<file path="src/rtl/stall_ctrl.sv">
// Pipeline hazard controller: load-use bubble insertion and multi-cycle mul/div sequencing.
// Holds the F/D and D/X latches while the multdiv unit runs, then releases the result into X/M.
module stall_ctrl #(
  parameter int unsigned MD_TIMEOUT = 40
) (
  input  logic        clock,
  input  logic        reset,
  input  logic [31:0] irFD,
  input  logic [31:0] irDX,
  input  logic        mdRdy,
  input  logic        mdExcep,
  output logic        stallFD,
  output logic        stallDX,
  output logic        flushDX,
  output logic        mdStartMult,
  output logic        mdStartDiv,
  output logic        mdLatchEn,
  output logic        mdExcepOut,
  output logic        busy
);

  localparam logic [4:0] OpRType = 5'b00000;
  localparam logic [4:0] OpLw    = 5'b01000;
  localparam logic [4:0] AluMul  = 5'b00110;
  localparam logic [4:0] AluDiv  = 5'b00111;
  localparam logic [5:0] CntLast = 6'(MD_TIMEOUT - 1);

  typedef enum logic [1:0] {
    StIdle  = 2'b00,
    StStart = 2'b01,
    StBusy  = 2'b10,
    StDone  = 2'b11
  } state_e;

  state_e     state_q, state_d;
  logic [5:0] cnt_q, cnt_d;
  logic       exc_q, exc_d;
  logic       div_q, div_d;

  logic [4:0] fd_op, fd_rs, fd_rt;
  logic [4:0] dx_op, dx_rd, dx_alu;
  logic       is_md, is_div, load_use;
  logic       unused_bits;

  assign fd_op  = irFD[31:27];
  assign fd_rs  = irFD[21:17];
  assign fd_rt  = irFD[16:12];
  assign dx_op  = irDX[31:27];
  assign dx_rd  = irDX[26:22];
  assign dx_alu = irDX[6:2];

  assign unused_bits = ^{irFD[26:22], irFD[11:0], irDX[21:7], irDX[1:0]};

  assign is_md    = (dx_op == OpRType) && ((dx_alu == AluMul) || (dx_alu == AluDiv));
  assign is_div   = (dx_alu == AluDiv);
  // Only R-type consumers read rt as a source; immediates reuse that field as a destination.
  assign load_use = (dx_op == OpLw) && (dx_rd != 5'd0) &&
                    ((fd_rs == dx_rd) || ((fd_op == OpRType) && (fd_rt == dx_rd)));

  always_comb begin
    state_d     = state_q;
    cnt_d       = cnt_q;
    exc_d       = exc_q;
    div_d       = div_q;
    stallFD     = 1'b0;
    stallDX     = 1'b0;
    flushDX     = 1'b0;
    mdStartMult = 1'b0;
    mdStartDiv  = 1'b0;
    mdLatchEn   = 1'b0;
    mdExcepOut  = 1'b0;
    busy        = (state_q != StIdle);

    unique case (state_q)
      StIdle: begin
        if (is_md) begin
          stallFD = 1'b1;
          stallDX = 1'b1;
          div_d   = is_div;
          state_d = StStart;
        end else if (load_use) begin
          stallFD = 1'b1;
          flushDX = 1'b1;
        end
      end
      StStart: begin
        stallFD     = 1'b1;
        stallDX     = 1'b1;
        mdStartMult = ~div_q;
        mdStartDiv  = div_q;
        cnt_d       = 6'd0;
        exc_d       = 1'b0;
        state_d     = StBusy;
      end
      StBusy: begin
        stallFD = 1'b1;
        stallDX = 1'b1;
        cnt_d   = cnt_q + 6'd1;
        if (mdRdy) begin
          exc_d   = mdExcep;
          state_d = StDone;
        end else if (cnt_q == CntLast) begin
          // No answer from multdiv: complete anyway and flag the result as bad.
          exc_d   = 1'b1;
          state_d = StDone;
        end
      end
      StDone: begin
        mdLatchEn  = 1'b1;
        mdExcepOut = exc_q;
        state_d    = StIdle;
      end
      default: state_d = StIdle;
    endcase
  end

  always_ff @(posedge clock) begin
    if (!reset) begin
      state_q <= StIdle;
      cnt_q   <= 6'd0;
      exc_q   <= 1'b0;
      div_q   <= 1'b0;
    end else begin
      state_q <= state_d;
      cnt_q   <= cnt_d;
      exc_q   <= exc_d;
      div_q   <= div_d;
    end
  end

endmodule

</file>
<file path="config.mk">
export PLATFORM = sky130hd
export DESIGN_NAME = stall_ctrl
export DESIGN_NICKNAME = d
export VERILOG_FILES = /design/src/rtl/stall_ctrl.sv
export SDC_FILE = /design/constraint.sdc
export NUM_CORES = 1
export LEC_CHECK = 0
export ABC_AREA = 1
export BUFFER_PORTS_ARGS = -buffer_cell sky130_fd_sc_hd__buf_2
export CAP_MARGIN = 20
export CORE_UTILIZATION = 39
export DETAILED_ROUTE_END_ITERATION = 6
export PLACE_DENSITY = 0.76
export REMOVE_ABC_BUFFERS = 1
export SKIP_LAST_GASP = 1
export SLEW_MARGIN = 40
export SYNTH_ARGS = -nofsm -noshare
export SYNTH_HDL_FRONTEND = slang
export SYNTH_SLANG_ARGS = --single-unit
</file>
<file path="constraint.sdc">
create_clock -name clock -period 1.9 [get_ports clock]
set_clock_uncertainty 0.15 [all_clocks]
set_input_delay 0.38 -clock clock [delete_from_list [all_inputs] [get_ports clock]]
set_output_delay 0.38 -clock clock [all_outputs]
set_load 0.03 [all_outputs]
</file>
Yosys cells after proc, flatten, opt, wreduce, memory -nomap -nowiden
Index checks and enable logic that the tools add are counted.
{"block": "word_totals", "register_bits": 10, "output_inout_bits": 8, "inputBits": 68, "word_cells": 52}
{"block": "op_classes", "n_eq_ne": 11, "n_reduce_logical": 16, "bitwise": 1, "muxes": 19, "add_sub_neg": 1}
{"operator": "$pmux 6 s2", "count": 1}
{"operator": "$mux 1", "count": 11}
{"operator": "$eq 5x3->1 const B", "count": 2}
{"operator": "$eq 5x5->1", "count": 2}
{"operator": "$logic_not 5->1", "count": 2}
{"operator": "$pmux 2 s4", "count": 1}
{"operator": "$add 6x1->6 const B", "count": 1}
{"operator": "$eq 6x6->1 const B", "count": 1}
{"operator": "$mux 2", "count": 3}
{"operator": "$pmux 1 s2", "count": 3}
{"operator": "$reduce_and 2->1", "count": 3}
{"operator": "$eq 5x4->1 const B", "count": 1}
{"operator": "$reduce_bool 5->1", "count": 1}
{"operator": "$eq 2x2->1 const B", "count": 2}
{"operator": "$logic_and 1x1->1", "count": 4}
{"operator": "$reduce_bool 2->1", "count": 2}
{"operator": "$ne 3x3->1 const B", "count": 1}
{"operator": "$eq 2x1->1 const B", "count": 1}
{"operator": "$logic_not 2->1", "count": 1}
{"operator": "$logic_or 1x1->1", "count": 2}
{"operator": "$ne 2x2->1 const B", "count": 1}
{"operator": "$reduce_or 2->1", "count": 1}
{"operator": "$not 1->1", "count": 1}

Logic depth before layout (Yosys ltp)
{"block": "logic_depth", "ltp_word": 7, "ltp_mapped": 8, "ltp_nobuf": 8}

Worst setup path before layout
No wires, ideal clock.
{"block": "synth_path", "path_kind": "register to output", "startpoint": "register state_q[0]", "endpoint": "output port stallFD", "path_slack_ns": -0.068, "t_required_ns": 1.370, "arrival_ns": 1.438, "path_buffers": 1, "stages_incl_launch_ff": 8, "cell_sequence": "dfxtp_1 > inv_1 > ha_1 > buf_4 > inv_2 > a21oi_4 > inv_2 > nand2_1"}
{"block": "synth_between", "elab_chain_cells": 3, "elab_cells_between_ends": 5, "cone_classes": "2 x eq/ne; 1 x mux; 2 x reduce/logical"}
{"element": "start: declaration", "line_no": "35", "rtl": "state_e state_q, state_d;"}
{"element": "start signal: assignment", "line_no": "119", "rtl": "state_q <= StIdle;"}
{"element": "start signal: assignment", "line_no": "124", "rtl": "state_q <= state_d;"}
{"element": "$eq 2x2->1 or $eq 2x1->1 (tied branches)", "line_no": "74", "rtl": "unique case (state_q)"}
{"element": "$reduce_or 2->1 (no line)"}
{"element": "$pmux 1 s2 *", "line_no": "74"}
{"element": "end: declaration", "line_no": "12", "rtl": "output logic stallFD,"}
Every way passes the cells marked *; elsewhere a longest branch is shown, timed or not.

Final worst setup path
{"block": "layout_path", "startpoint": "register state_q[1]", "endpoint": "output port stallFD"}
The elaborated chain is that of the path after synthesis.

==> flow_summary_export.csv <==
group,metric,value,unit
logic_synthesis,synth_top_cell_by_area,"sky130_fd_sc_hd__dfxtp_1",
logic_synthesis,synth.distinct_cells,26,
logic_synthesis,seq_area_frac_synth,0.213,
sta,setup-violations-final,0,
sta,max_slew.worst_pin.slew,0.244,ns
final_layout,fill_cells,231,
logic_synthesis,top_area_cells_in_the_synthesized_netlist,"sky130_fd_sc_hd__dfxtp_1 21%, sky130_fd_sc_hd__nand2_1 15%, sky130_fd_sc_hd__inv_1 11%",
cts,clk_pin_slew_worst_paths,0.07,ns
sta,setup_total_negative_slack,0,ns
cts,clock_path_buffers,2,
global_route,grt_ovf,0,
detailed_routing,viasPerCell,4.43,
setup_path,timing.critical_path.slowest_cell_delay,0.32,ns
hold_path,type_of_the_most_critical_hold_path,"input port to flop",
setup_path,crit_chain,"inv_2 -> ha_4 -> nand4_1 -> nor2_2 -> nand3_1 -> nand2_1 -> buf_6",
detailed_routing,dr.first_iter.drc_count,8,
power,clkPwrFrac,0.158,
logic_synthesis,syn_avg_cell_area,6.13,um^2
logic_synthesis,synth_top_family_by_area,"simple AND/OR/NAND/NOR gates",
floorplan,floorplan.initialDensity,0.420,
detailed_routing,wl_per_cell,8.89,um
setup_path,setup.worst_path.class,"flop to output pin",
power,share_seq_of_total_power,0.215,
placement,number_of_port_buffers,41,
logic_synthesis,number_of_storage_elements_in_the_synthesis_netlist,10,
final_layout,area_growth_synth_to_finish,39.9,%
floorplan,core_area,2230,um^2
setup_path,largest_fanout_on_the_critical_path,4,
global_route,grt_max_degree,8,
floorplan,fp.dieArea,2610,um^2
detailed_routing,routed_wire_length,2.08,mm
setup_path,timing.critical_path.required,1.37,ns
detailed_routing,drt_first_pass_iters,4,
global_route,antenna_found_initial,0,
cts,ctsHoldBuffers,0,
placement,placement.cell_area,1210,um^2
sta,relSlewSlack,0.837,
detailed_routing,antenna_left,0,
logic_synthesis,post_synth_instance_area,938,um^2
global_route,vias_in_the_first_global_route,965,
power,power_switching,514,uW
global_route,grt_first_pass_wirelength,3.61,mm
floorplan,boundary_pins,76,
final_layout,layout_common_cells,"38 x sky130_fd_sc_hd__buf_2, 37 x sky130_fd_sc_hd__nand2_1, 26 x sky130_fd_sc_hd__inv_1",
cts,cts_tree,"done",
logic_synthesis,adder_cell_share_of_the_synthesized_area,0.0800,
sta,timing.fmax,528,MHz
setup_path,worst-endpoint-arrival,1.37,ns
logic_synthesis,yosys_warnings,0,
floorplan,die_height,51.1,um
detailed_routing,vias,1037,
power,p_per_area,918,nW/um^2
logic_synthesis,yosys.area_share.simple,0.429,
final_layout,final_net_count,281,
cts,tritoncts.num_buffers,3,
power,ir_drop,607,uV
final_layout,leading_cell_type_in_the_layout_fill_and_taps_excluded,"sky130_fd_sc_hd__buf_2",
setup_path,worst_path_max_delay_cell,"sky130_fd_sc_hd__dfxtp_2",
sta,slew_viol_final,0,
global_route,grt.total_usage,0.182,
hold_path,worst_hold_stages,3,
placement,gp_congestion,0.782,
setup_path,rr_worst_depth,8,
logic_synthesis,synthesized_area_fraction_occupied_by_ao_oa_aoi_and_oai_cells,0.112,
sta,finalCritPeriodShare,0.998,
placement,place.detailed.instances,226,
run,max-cap-violations,0,
placement,detailedPlacementHpwl,1.62,mm
logic_synthesis,synthesis.instances,153,
power,combinationalPowerShare,0.627,
power,power.static_leakage,0.732,nW
power,internal-power,692,uW
sta,minimum_period_implied_by_the_final_worst_setup_slack,1.90,ns
cts,clock_sink_count,10,
setup_path,critical_path.startpoint_type,"flop",
sta,rsz0062_at_grt,"true",
logic_synthesis,yosys.area_share.xor_xnor,0.00933,
floorplan,die_w,51.1,um
power,power_switching_share,0.426,
logic_synthesis,synth_top_area_frac,0.213,
final_layout,stdcell_area,1310,um^2
outcome,outcome,"finished, final reports clean",
cts,worst_skew_pair.late_latency,0.26,ns
cts,number_of_h_tree_branching_levels,1,
final_layout,layout.cells.non_filler,234,
final_layout,n_antenna_cell,0,
sta,final-hold-violation-count,0,
cts,cts_root_buffer,"sky130_fd_sc_hd__clkbuf_4",
final_layout,post_route_cells_drive_above_1_share,0.393,
setup_path,worstSetupEndpointType,"output pin",
detailed_routing,drcViolationCount,0,
floorplan,floorplan.rows,17,
logic_synthesis,synth.area.mux_share,0,
[routing by layer]
metal	up-vias	track usage	wire length (um)
li1	584	-	-
met1	424	0.196	944
met2	29	0.344	1020
met3	0	0.0506	120
met4	0	0.0417	0
met5	-	0	0
[metrics by stage]
step,total power [mW],setup slack [ns],hold slack (ns),util
6_report,1.21,0.00459,0.230,0.588
5_1_grt,1.30,-0.0979,0.218,0.588
4_1_cts,1.17,0.00904,0.219,0.576
3_5_place_dp,0.891,0.0335,0.318,0.541
3_3_place_gp,0.887,0.0519,0.320,0.541
2_1_floorplan,0.672,-0.108,0.287,-
[state kept, by name, summed over array words and instances (netlist names)]
name	cells
exc_q	1
state_q	2
cnt_q	6
div_q	1
[Yosys cell counts (all sizes together)]
master  number
o21ai        4
nor3b        2
nor3         5
ha           6
nand2       39
nand3       10
buf          1
and2         1
a21oi       11
o31ai        1
inv         37
nor2        19
nand3b       1
nand4        4
a211oi       1
xnor2        1
dfxtp       10
[final cells by class]
class | instances | area, um^2 | area share
repair buffers | 50 | 288 | 0.219
well taps | 28 | 35.0 | 0.0267
multi-input cells | 105 | 609 | 0.464
inverters | 37 | 141 | 0.108
flip-flops and latches | 10 | 203 | 0.154
clock buffers | 4 | 36.3 | 0.0276
[logic make-up after synthesis]
family	after synthesis
xor gates and xnor gates	1
AOI/OAI and AO/OA	17
buffers and inverters	38
DFF	10
adders and majority gates	6
and+or+nand+nor	81
[what timing repair did]
item / 4_1_cts / 5_1_grt
setup endpoints to repair: 3 / 4
buffers inserted: 2 / 2
gates resized for setup: 10 / 5
pin swaps: 2 / 5
endpoints found under the hold margin: 0 / 0
cloned: 0 / 0
[worst paths after layout]
path,to,startpoint,slack (ns)
setup / recovery,stallFD,state_q[1],0.005
hold / removal,exc_q,mdExcep,0.23
setup reg to reg,cnt_q[5],state_q[0],0.32
hold reg to reg,exc_q,exc_q,0.33
[critical path, delay by kind of cell, from the launching register on]
kind          cells  cell delay [ns]
simple gates      4             0.41
buf+inv           2             0.21
fa+ha+maj         1             0.15
flops             1             0.32
[power by group through the flow]
stage,Clock (mW),Combinational (mW),Sequential [mW]
floorplan,0,0.413,0.259
global placement,0,0.632,0.255
detailed placement,0,0.635,0.256
CTS,0.200,0.709,0.256
global route,0.214,0.819,0.263
finish,0.191,0.755,0.259
Note: power is estimated with default switching activity, not from simulation.
